[src/rtl/adder_tree_scheduler_pkg.sv]
// Shared widths, reset constants and tag type for the adder-tree scheduler.
package adder_tree_scheduler_pkg;

  localparam int unsigned NUM_REQ      = 4;
  localparam int unsigned REQ_BITS     = 2;
  localparam int unsigned DIN_WIDTH    = 32;
  localparam int unsigned DOUT_WIDTH   = 7;
  localparam int unsigned TREE_LATENCY = 3;
  localparam int unsigned MAX_OUT      = 4;
  localparam int unsigned CNT_BITS     = 4;
  localparam int unsigned TAG_BITS     = REQ_BITS + 1;

  // Pointer resets to the last index so requester 0 wins first.
  localparam logic [REQ_BITS-1:0] LAST_GRANT_RST = REQ_BITS'(NUM_REQ - 1);

  typedef struct packed {
    logic                vld;
    logic [REQ_BITS-1:0] idx;
  } tag_t;

endpackage

[src/rtl/adder_tree_scheduler_if.sv]
// Requester lanes, tree issue/return path and result bus of the scheduler.
interface adder_tree_scheduler_if;
  import adder_tree_scheduler_pkg::*;

  logic [NUM_REQ-1:0]           req_valid;
  logic [NUM_REQ*DIN_WIDTH-1:0] req_data;
  logic [NUM_REQ-1:0]           req_ready;
  logic [DIN_WIDTH-1:0]         tree_din;
  logic                         tree_sync;
  logic [DOUT_WIDTH-1:0]        tree_dout;
  logic                         tree_sync_out;
  logic [NUM_REQ-1:0]           res_valid;
  logic [DOUT_WIDTH-1:0]        res_data;
  logic                         sync_err;

  modport master (
    output req_valid, req_data, tree_dout, tree_sync_out,
    input  req_ready, tree_din, tree_sync, res_valid, res_data, sync_err
  );

  modport slave (
    input  req_valid, req_data, tree_dout, tree_sync_out,
    output req_ready, tree_din, tree_sync, res_valid, res_data, sync_err
  );

endinterface

[src/rtl/adder_tree_scheduler_rr_arbiter.sv]
// Combinational round-robin arbiter: first eligible index after the last grant wins.
module adder_tree_scheduler_rr_arbiter #(
  parameter int unsigned NumReq  = 4,
  parameter int unsigned ReqBits = 2
) (
  input  logic [NumReq-1:0]  i_eligible,
  input  logic [ReqBits-1:0] i_last_grant,
  output logic [NumReq-1:0]  o_grant,
  output logic [ReqBits-1:0] o_idx,
  output logic               o_any
);

  always_comb begin : p_arb
    logic [ReqBits-1:0] w_cand;
    w_cand  = '0;
    o_grant = '0;
    o_idx   = '0;
    o_any   = 1'b0;
    for (int unsigned k = 1; k <= NumReq; k++) begin
      w_cand = ReqBits'((32'(i_last_grant) + k) % NumReq);
      if (!o_any && i_eligible[w_cand]) begin
        o_any           = 1'b1;
        o_grant[w_cand] = 1'b1;
        o_idx           = w_cand;
      end
    end
  end

endmodule

[src/rtl/adder_tree_scheduler.sv]
// Shares one pipelined adder tree between NUM_REQ requesters; sums are routed back by a
// tag delay line matched to the tree latency.
module adder_tree_scheduler
  import adder_tree_scheduler_pkg::*;
#(
  parameter int unsigned TreeLatency = TREE_LATENCY,
  parameter int unsigned MaxOut      = MAX_OUT
) (
  input logic                   i_clk,
  input logic                   i_rst_n,
  adder_tree_scheduler_if.slave io_bus
);

  localparam int unsigned GuardBits = (TreeLatency > 0) ? $clog2(TreeLatency + 1) : 1;

  logic [NUM_REQ-1:0]    w_eligible;
  logic [NUM_REQ-1:0]    w_grant;
  logic [REQ_BITS-1:0]   w_grant_idx;
  logic                  w_any;
  logic                  w_xfer;
  tag_t                  w_tag_aligned;

  logic [REQ_BITS-1:0]   r_last_grant;
  logic [CNT_BITS-1:0]   r_out_cnt [NUM_REQ];
  tag_t                  r_tag [TreeLatency+1];
  logic [DIN_WIDTH-1:0]  r_tree_din;
  logic                  r_tree_sync;
  logic [NUM_REQ-1:0]    r_res_valid;
  logic [DOUT_WIDTH-1:0] r_res_data;
  logic                  r_sync_err;
  logic [GuardBits-1:0]  r_guard;

  always_comb begin
    w_eligible = '0;
    for (int unsigned i = 0; i < NUM_REQ; i++) begin
      w_eligible[i] = io_bus.req_valid[i] && (r_out_cnt[i] < CNT_BITS'(MaxOut));
    end
  end

  adder_tree_scheduler_rr_arbiter #(
    .NumReq  (NUM_REQ),
    .ReqBits (REQ_BITS)
  ) u_arb (
    .i_eligible   (w_eligible),
    .i_last_grant (r_last_grant),
    .o_grant      (w_grant),
    .o_idx        (w_grant_idx),
    .o_any        (w_any)
  );

  assign io_bus.req_ready = i_rst_n ? w_grant : '0;
  assign w_xfer           = i_rst_n && w_any;
  // Stage 0 is aligned with tree_sync, the last stage with tree_sync_out.
  assign w_tag_aligned    = r_tag[TreeLatency];

  always_ff @(posedge i_clk) begin
    if (!i_rst_n) begin
      r_tree_din   <= '0;
      r_tree_sync  <= 1'b0;
      r_last_grant <= LAST_GRANT_RST;
      for (int unsigned k = 0; k <= TreeLatency; k++) begin
        r_tag[k] <= '0;
      end
    end else begin
      r_tree_sync  <= w_xfer;
      r_tag[0].vld <= w_xfer;
      r_tag[0].idx <= w_grant_idx;
      for (int unsigned k = 1; k <= TreeLatency; k++) begin
        r_tag[k] <= r_tag[k-1];
      end
      if (w_xfer) begin
        r_tree_din   <= io_bus.req_data[w_grant_idx*DIN_WIDTH +: DIN_WIDTH];
        r_last_grant <= w_grant_idx;
      end
    end
  end

  // After reset the tree may still emit syncs for discarded tags; ignore them for one latency.
  always_ff @(posedge i_clk) begin
    if (!i_rst_n) begin
      r_res_valid <= '0;
      r_res_data  <= '0;
      r_sync_err  <= 1'b0;
      r_guard     <= GuardBits'(TreeLatency);
    end else begin
      r_res_valid <= '0;
      if (w_tag_aligned.vld) begin
        r_res_valid[w_tag_aligned.idx] <= 1'b1;
        r_res_data                     <= io_bus.tree_dout;
      end
      if (r_guard != '0) begin
        r_guard <= r_guard - GuardBits'(1);
      end else if (w_tag_aligned.vld != io_bus.tree_sync_out) begin
        r_sync_err <= 1'b1;
      end
    end
  end

  always_ff @(posedge i_clk) begin
    if (!i_rst_n) begin
      for (int unsigned i = 0; i < NUM_REQ; i++) begin
        r_out_cnt[i] <= '0;
      end
    end else begin
      for (int unsigned i = 0; i < NUM_REQ; i++) begin
        if (w_xfer && w_grant[i] && !r_res_valid[i]) begin
          r_out_cnt[i] <= r_out_cnt[i] + CNT_BITS'(1);
        end else if (!(w_xfer && w_grant[i]) && r_res_valid[i]) begin
          r_out_cnt[i] <= r_out_cnt[i] - CNT_BITS'(1);
        end
      end
    end
  end

  assign io_bus.tree_din  = r_tree_din;
  assign io_bus.tree_sync = r_tree_sync;
  assign io_bus.res_valid = r_res_valid;
  assign io_bus.res_data  = r_res_data;
  assign io_bus.sync_err  = r_sync_err;

endmodule

[src/flat_wrapper.sv]
// flat-port wrapper written by rule: the top's interface ports become plain ports
module adder_tree_scheduler_flat import adder_tree_scheduler_pkg::*;
#(
  parameter int unsigned TreeLatency = TREE_LATENCY,
  parameter int unsigned MaxOut      = MAX_OUT
)
  (i_clk, i_rst_n, io_bus_req_valid, io_bus_req_data, io_bus_tree_dout, io_bus_tree_sync_out, io_bus_req_ready, io_bus_tree_din, io_bus_tree_sync, io_bus_res_valid, io_bus_res_data, io_bus_sync_err);
  adder_tree_scheduler_if io_bus_i ();
  input logic i_clk;
  input logic i_rst_n;
  input wire logic [$bits(io_bus_i.req_valid)-1:0] io_bus_req_valid;
  input wire logic [$bits(io_bus_i.req_data)-1:0] io_bus_req_data;
  input wire logic [$bits(io_bus_i.tree_dout)-1:0] io_bus_tree_dout;
  input wire logic [$bits(io_bus_i.tree_sync_out)-1:0] io_bus_tree_sync_out;
  output wire logic [$bits(io_bus_i.req_ready)-1:0] io_bus_req_ready;
  output wire logic [$bits(io_bus_i.tree_din)-1:0] io_bus_tree_din;
  output wire logic [$bits(io_bus_i.tree_sync)-1:0] io_bus_tree_sync;
  output wire logic [$bits(io_bus_i.res_valid)-1:0] io_bus_res_valid;
  output wire logic [$bits(io_bus_i.res_data)-1:0] io_bus_res_data;
  output wire logic [$bits(io_bus_i.sync_err)-1:0] io_bus_sync_err;
  assign io_bus_i.req_valid = io_bus_req_valid;
  assign io_bus_i.req_data = io_bus_req_data;
  assign io_bus_i.tree_dout = io_bus_tree_dout;
  assign io_bus_i.tree_sync_out = io_bus_tree_sync_out;
  assign io_bus_req_ready = io_bus_i.req_ready;
  assign io_bus_tree_din = io_bus_i.tree_din;
  assign io_bus_tree_sync = io_bus_i.tree_sync;
  assign io_bus_res_valid = io_bus_i.res_valid;
  assign io_bus_res_data = io_bus_i.res_data;
  assign io_bus_sync_err = io_bus_i.sync_err;
  adder_tree_scheduler #(.TreeLatency(TreeLatency), .MaxOut(MaxOut)) u_core (.i_clk(i_clk), .i_rst_n(i_rst_n), .io_bus(io_bus_i));
endmodule
[config.mk]
export PLATFORM = sky130hd
export DESIGN_NAME = adder_tree_scheduler_flat
export DESIGN_NICKNAME = d
export VERILOG_FILES = /design/src/rtl/adder_tree_scheduler_pkg.sv /design/src/rtl/adder_tree_scheduler_if.sv /design/src/rtl/adder_tree_scheduler_rr_arbiter.sv /design/src/rtl/adder_tree_scheduler.sv /design/src/flat_wrapper.sv
export SDC_FILE = /design/constraint.sdc
export NUM_CORES = 1
export LEC_CHECK = 0
export ABC_AREA = 1
export BUFFER_PORTS_ARGS = -buffer_cell sky130_fd_sc_hd__buf_2
export CORE_AREA = 5 5 101 103
export CTS_BUF_LIST = sky130_fd_sc_hd__clkbuf_4
export DETAILED_ROUTE_END_ITERATION = 6
export DIE_AREA = 0 0 106 108
export HOLD_SLACK_MARGIN = 0.12
export PLACE_DENSITY = 0.85
export SYNTH_ARGS = -nofsm -noshare
export SYNTH_HDL_FRONTEND = slang
export SYNTH_SLANG_ARGS = --single-unit
[constraint.sdc]
create_clock -name i_clk -period 4.8 [get_ports i_clk]
set_input_delay 0.96 -clock i_clk [delete_from_list [all_inputs] [get_ports i_clk]]
set_output_delay 0.96 -clock i_clk [all_outputs]
set_load 0.01 [all_outputs]
; Word level (Yosys, flattened, before mapping)
; Memories as Yosys holds them, arrays and structs flattened.
; Cells that the tools add are included.
[op_classes]
n_addsub = 13
n_mul = 0
div_mod_pow = 0
n_lt_le_gt_ge = 14
eq_ne = 1
shifts = 1
n_mux = 74
bitwise = 17
reduce_logical = 39
[op_table]
columns = op, n
row1 = $shiftx A128 B8 Y32, 1
row2 = $mux W4, 13
row3 = $mux W1, 44
row4 = $logic_and A1 B1 Y1, 25
row5 = $add A4 B1 Y4 const B, 4
row6 = $lt A4 B3 Y1 const B, 4
row7 = $sub A4 B1 Y4 const B, 4
row8 = $lt A2 B3 Y1 const B, 5
row9 = $or A1 B1 Y1, 13
row10 = $or A4 B4 Y4, 3
row11 = $logic_not A1 Y1, 11
row12 = $demux W1 S2, 5
row13 = $ge A2 B1 Y1 const B, 5
row14 = $mux W2, 5
row15 = $mux W3, 3
row16 = $bmux W1 S2, 4
row17 = $add A2 B1 Y2 const B, 2
row18 = $add A2 B2 Y2 const B, 2
row19 = $reduce_and A2 Y1, 2
row20 = $reduce_bool A2 Y1, 1
row21 = $sub A2 B1 Y2 const B, 1
row22 = $ne A1 B1 Y1, 1
row23 = $not A1 Y1, 1
[totals]
regBits = 49
latch_bits = 0
ram_bits = 28
romBits = 0
inputBits = 142
output_inout_bits = 49
wordCells = 168
memories = 2
[mem_list]
columns = name, depth, word_bits, rd, rd_clocked_by_memory_dff, write_ports, line_no
row1 = u_core.r_out_cnt, 4, 4, 4, 0, 4, adder_tree_scheduler.sv:24  ; logic [CNT_BITS-1:0] r_out_cnt [NUM_REQ];
row2 = u_core.r_tag, 4, 3, 4, 0, 4, adder_tree_scheduler.sv:25  ; tag_t r_tag [TreeLatency+1];

; Depth between registers and ports, before layout
; An unclocked memory read counts as a cell.
[depth]
word_depth = 24
ltp_mapped = 19
mapped_depth_nobuf = 18

; Modules after synthesis
; A second synthesis with hierarchy kept.
[hier_totals]
cells_unflattened = 637
area_unflattened_um2 = 4501.8
[by_module_without_submodules]
columns = mod, instances, cells_per_inst, area_per_inst_um2, seq_area_each_um2
row1 = adder_tree_scheduler, 1, 563, 4043.9, 1681.6
row2 = adder_tree_scheduler_rr_arbiter, 1, 74, 457.9, 0.0

; Worst setup path after synthesis
; OpenSTA, ideal clock, no wires.
[synth_timing]
kind = reg2reg
from = register u_core.r_last_grant[0]
to = memory u_core.r_out_cnt[1][3] (data pin)
setup_time_ps = 263
t_arrival_ps = 2795
t_required_ps = 4537
setup_slack_ps = 1742
stages_incl_launch_ff = 20
n_path_buf = 1
synth_period_minus_slack_ps = 3058
path_cell_list = dfxtp_1 buf_4 inv_4 ha_1 inv_1 nand3_2 nand2_4 nand2_1 nor2_2 nand2_1 clkinv_1 nand2_1 nand4_1 inv_1 ha_1 a21oi_1 nand2_1 xnor2_1 nand2_1 o21ai_0
[synth_lines]
columns = item, line_no
row1 = start: declaration, adder_tree_scheduler.sv:23  ; logic [REQ_BITS-1:0] r_last_grant;
row2 = start signal: assignment, adder_tree_scheduler.sv:73  ; r_last_grant <= w_grant_idx;
row3 = end: declaration, adder_tree_scheduler.sv:24

; Final worst setup path
[layout_timing]
from = register u_core.r_last_grant[0]
to = output io_bus_req_ready[2]
[layout_via]
elab_chain_cells = 14
word_cells_on_any_way = 49
classes_between = add/sub (4) / order compare (8) / mux (24) / bitwise (3) / reduce/logical (10)
[layout_lines]
columns = item, line_no
row1 = "parallel branches: the longest is 12 deep, another holds $lt A2 B3 Y1", --
row2 = $mux W4 *, adder_tree_scheduler_rr_arbiter.sv:21  ; if (!o_any && i_eligible[w_cand]) begin
row3 = $mux W4 *, adder_tree_scheduler.sv:51  ; assign io_bus.req_ready = i_rst_n ? w_grant : '0;
row4 = end: declaration, flat_wrapper.sv:15  ; output wire logic [$bits(io_bus_i.req_ready)-1:0] io_bus_req_ready;
; Mark *: on every way between the ends. The select of a mux whose other input is x is not followed.

==> flow_summary.html <==
<table>
<tr><th>Metric</th><th>Value</th></tr>
<tr><th colspan="2">Global routing</th></tr>
<tr><td>Global Route Usage Sum</td><td>21.7%</td></tr>
<tr><td>Maximum number of pins on one net before global-route repair</td><td>90</td></tr>
<tr><td>First-pass GRT wire length</td><td>20300 um</td></tr>
<tr><td>Grt total ovfl</td><td>0</td></tr>
<tr><td>Number of antenna violations at the first check in global routing</td><td>0</td></tr>
<tr><td>Number of global-route vias before repair</td><td>approximately 4600</td></tr>
<tr><th colspan="2">Synthesis</th></tr>
<tr><td>Post-synthesis instance total</td><td>754</td></tr>
<tr><td>Fraction of the yosys area taken by sequential cells</td><td>34.3%</td></tr>
<tr><td>Post-synth EDFFs</td><td>16</td></tr>
<tr><td>Area of the mapped netlist</td><td>0.00491 mm2</td></tr>
<tr><td>Mapped Nets</td><td>916</td></tr>
<tr><td>Area share of the largest cell type after synthesis</td><td>24.5%</td></tr>
<tr><td>Most area-consuming cells after synthesis</td><td>dfxtp_1 (24%), nand2_1 (17%), nand3_1 (14%)</td></tr>
<tr><td>Most common cell in the netlist</td><td>nand2_1</td></tr>
<tr><td>Commonest register cell after synthesis</td><td>dfxtp_1</td></tr>
<tr><td>Distinct cell type count of the synthesized netlist</td><td>31</td></tr>
<tr><td>Biggest area consumer among synthesized cells</td><td>dfxtp_1</td></tr>
<tr><td>Post-synthesis async set-or-reset flop share</td><td>0%</td></tr>
<tr><td>Average footprint of a synthesized cell</td><td>6.51 um2</td></tr>
<tr><td>Count of yosys warnings during synthesis</td><td>0</td></tr>
<tr><td>Number of storage elements in the synthesis netlist</td><td>76</td></tr>
<tr><td>Top cell types by occurrence after synthesis</td><td>nand2_1 (218), nand3_1 (142), inv_1 (139)</td></tr>
<tr><th colspan="2">Drt</th></tr>
<tr><td>Number of vias per cell</td><td>4.87</td></tr>
<tr><td>Antenna violation net count after detailed routing</td><td>0</td></tr>
<tr><td>Final wirelength</td><td>roughly 13000 um</td></tr>
<tr><td>DRC violation total after the first TritonRoute iteration</td><td>168</td></tr>
<tr><td>Router iterations before antenna repair</td><td>4</td></tr>
<tr><td>DRC Markers</td><td>0</td></tr>
<tr><td>Count of vias placed by the detailed router</td><td>5081</td></tr>
<tr><td>Wire length per cell after detailed routing</td><td>12.1 um</td></tr>
<tr><th colspan="2">Floorplanning</th></tr>
<tr><td>Starting Density</td><td>53.9%</td></tr>
<tr><td>Height of the chip</td><td>108 um</td></tr>
<tr><td>Die area</td><td>0.0114 mm2</td></tr>
<tr><td>DIE WIDTH</td><td>106 um</td></tr>
<tr><td>Count of standard-cell rows</td><td>35</td></tr>
<tr><td># IOs</td><td>191</td></tr>
<tr><td>Core outline area</td><td>0.00911 mm2</td></tr>
<tr><th colspan="2">Place</th></tr>
<tr><td>Number of cells after detailed placement</td><td>approximately 1000</td></tr>
<tr><td>Post-Place Setup Slack</td><td>~1.3 ns</td></tr>
<tr><td>Placed standard-cell area</td><td>0.00588 mm2</td></tr>
<tr><td>Estimated wirelength of the detail-placed design</td><td>9780 um</td></tr>
<tr><td>Weighted congestion at the end of routability-driven global placement</td><td>between 0.8 and 0.9</td></tr>
<tr><td>Count of buffers from port buffering</td><td>190</td></tr>
<tr><th colspan="2">STA</th></tr>
<tr><td>Final-layout setup total negative slack</td><td>0 ns</td></tr>
<tr><td>Final hold violation count</td><td>0</td></tr>
<tr><td>Peak Freq</td><td>262 MHz</td></tr>
<tr><td>Fin crit share</td><td>79.5%</td></tr>
<tr><td>Max Slew Vio Count</td><td>0</td></tr>
<tr><td>Worst-Margin Slew</td><td>1.03 ns</td></tr>
<tr><td>Minimum clock period after layout</td><td>3.82 ns</td></tr>
<tr><td>Setup skew after layout</td><td>0.0115 ns</td></tr>
<tr><td>RSZ-0062 raised after global routing</td><td>no</td></tr>
<tr><td>Final worst setup slack</td><td>0.982 ns</td></tr>
<tr><td>Remaining max-slew budget at the tightest pin</td><td>31.0%</td></tr>
<tr><td>Number of setup violations in the final report</td><td>0</td></tr>
<tr><th colspan="2">Layout</th></tr>
<tr><td>Ratio of cells with drive above 1 in the final layout</td><td>24.3%</td></tr>
<tr><td>Nets</td><td>1090</td></tr>
<tr><td>Number of standard cells in the final layout excluding fillers</td><td>1044</td></tr>
<tr><td>Post-route cell area</td><td>0.00600 mm2</td></tr>
<tr><td>Area added between synthesis and finish</td><td>22.3%</td></tr>
<tr><td>N_diodes</td><td>0</td></tr>
<tr><th colspan="2">Clock network</th></tr>
<tr><td>TritonCTS clock tree</td><td>yes</td></tr>
<tr><td>Hold buffer count at CTS</td><td>0</td></tr>
<tr><td>Clock transition at the registers of the reported paths</td><td>0.13 ns</td></tr>
<tr><td>Clk root buf</td><td>clkbuf_4</td></tr>
<tr><td>Maximum clock path buffer count</td><td>2</td></tr>
<tr><td>Count of clock tree sinks</td><td>76</td></tr>
<tr><td>Number of gates resized after cts</td><td>0</td></tr>
<tr><td>CTS buffer count</td><td>9</td></tr>
<tr><td>Count of buffers added by post-CTS timing repair for setup</td><td>0</td></tr>
<tr><td>Level count of the clock H-tree</td><td>3</td></tr>
<tr><td>Source-to-sink clock delay at the later pin of the worst-skew pair</td><td>0.41 ns</td></tr>
<tr><th colspan="2">Setup path</th></tr>
<tr><td>Worst setup path startpoint</td><td>u_core.r_last_grant[0]</td></tr>
<tr><td>Kind of capture point of the worst setup path</td><td>output pin</td></tr>
<tr><td>Launching element type of the critical path</td><td>register</td></tr>
<tr><td>Req. time, crit path</td><td>3.84 ns</td></tr>
<tr><td>Max FO, Critical Path</td><td>12</td></tr>
<tr><td>Startpoint of the worst-slack reg-to-reg timing path</td><td>u_core.r_last_grant[0]</td></tr>
<tr><td>Critical setup path kind</td><td>reg2out</td></tr>
<tr><td>Worst Path Arrival</td><td>2.86 ns</td></tr>
<tr><th colspan="2">Power</th></tr>
<tr><td>Share of total power in the clock network</td><td>9.4%</td></tr>
<tr><td>Total internal power</td><td>1820 uW</td></tr>
<tr><td>Fraction of power spent switching nets</td><td>51.5%</td></tr>
<tr><td>Sequential group share of total power</td><td>26.1%</td></tr>
<tr><td>Peak supply drop</td><td>0.000430 V</td></tr>
<tr><td>Leakage power</td><td>0.00358 uW</td></tr>
<tr><td>Switching Power</td><td>1940 uW</td></tr>
<tr><td>Combinational cell fraction of total power</td><td>64.5%</td></tr>
<tr><td>P per Cell Area</td><td>627 mW/mm2</td></tr>
<tr><th colspan="2">Hold path</th></tr>
<tr><td>Origin of the worst min-delay path</td><td>u_core.r_tag[2][1]</td></tr>
<tr><td>HP Class</td><td>reg2reg</td></tr>
<tr><th colspan="2">Status</th></tr>
<tr><td>Result of the run</td><td>completed</td></tr>
<tr><th colspan="2">Job</th></tr>
<tr><td>Max Cap Violations</td><td>0</td></tr>
</table>
==> logic make-up (layout without fill, tap and decap cells) <==
kind of cell / Yosys count / count (layout) / share of synthesized area, %
flops: 76 / 76 / 34.3
simple gates: 430 / 430 / 39.5
fa+ha+maj: 20 / 20 / 5.56
buf+inv: 176 / 355 / 14.5
compound gates: 41 / 41 / 4.23
xor+xnor: 11 / 11 / 1.96
==> layout by cell type (no fill, tap or decap), types with 3 or more instances in the layout <==
cell type,synthesis,layout
nand2_1,218,218
buf_2,17,190
nand3_1,142,142
inv_1,139,139
dfxtp_1,60,60
or2_1,24,24
a21oi_1,25,24
nor2_1,23,22
ha_1,17,17
edfxtp_1,16,16
o21ai_0,14,14
clkbuf_4,0,9
xor2_1,7,7
nor3_1,6,6
buf_4,5,6
nand3_2,5,5
nand4_1,4,4
xnor2_1,4,4
nor2_2,2,3
fa_1,3,3
==> routing by layer <==
| layer | wire (um) | part of all wire, % | GRT usage [%] |
|---|---|---|---|
| met1 | 5450 | 43 | 27.7 |
| met2 | 6050 | 48 | 35.5 |
| met3 | 795 | 6.3 | 4.36 |
| met4 | 349 | 2.8 | 9.81 |
| met5 | 0 | 0 | 0 |
==> state kept, by name (all words and copies together) (netlist names) <==
signal,flops
u_core.io_bus.res_data,7
u_core.io_bus.res_valid,4
u_core.io_bus.sync_err,1
u_core.io_bus.tree_din,32
u_core.r_guard,2
u_core.r_last_grant,2
u_core.r_out_cnt,16
u_core.r_tag,12
==> cell type report <==
cell class | count | area (um2)
multi-input cells | 502 | 2520
fillers | 857 | 3110
clock buffers | 9 | 67.6
inverters | 143 | 539
repair buffers | 196 | 996
flip-flops and latches | 76 | 1680
well taps | 111 | 139
clock inverters | 7 | 58.8
==> worst paths after layout <==
check	depth (start not counted)	end	slack [ns]
worst max-delay path	12	io_bus_req_ready[2]	0.98
worst min-delay path	2	u_core.r_tag[3][1]	0.42
worst max register to register	18	u_core.r_out_cnt[0][3]	1.30
worst min register to register	2	u_core.r_tag[3][1]	0.42
==> worst max-delay path, stage by stage, from the launching register on <==
cell and delay, ns:
dfxtp_1 0.64, inv_4 0.13, ha_1 0.39, inv_1 0.13
nand3_2 0.10, nand2_4 0.11, nand2_1 0.09, nor2_2 0.14
nand2_1 0.12, clkinv_1 0.11, nand2_1 0.07, a21oi_1 0.24
buf_2 0.19
==> per-stage QoR <==
| step | power [uW] | hold WS [ns] | utilization [%] |
|---|---|---|---|
| floorplan | 2910 | 0.390 | - |
| global placement | 3390 | 0.393 | 64.5 |
| detailed placement | 3430 | 0.399 | 64.5 |
| CTS | 3800 | 0.427 | 65.9 |
| global route | 4180 | 0.447 | 65.9 |
| finish | 3770 | 0.424 | 65.9 |
==> power by group through the flow <==
stage	clock, uW	combinational (uW)	sequential, uW
2_1_floorplan	0	1890	1020
3_3_place_gp	0	2400	992
3_5_place_dp	0	2440	993
4_1_cts	369	2440	982
5_1_grt	395	2770	1010
6_report	354	2430	982
(Power assumes the default switching activity.)
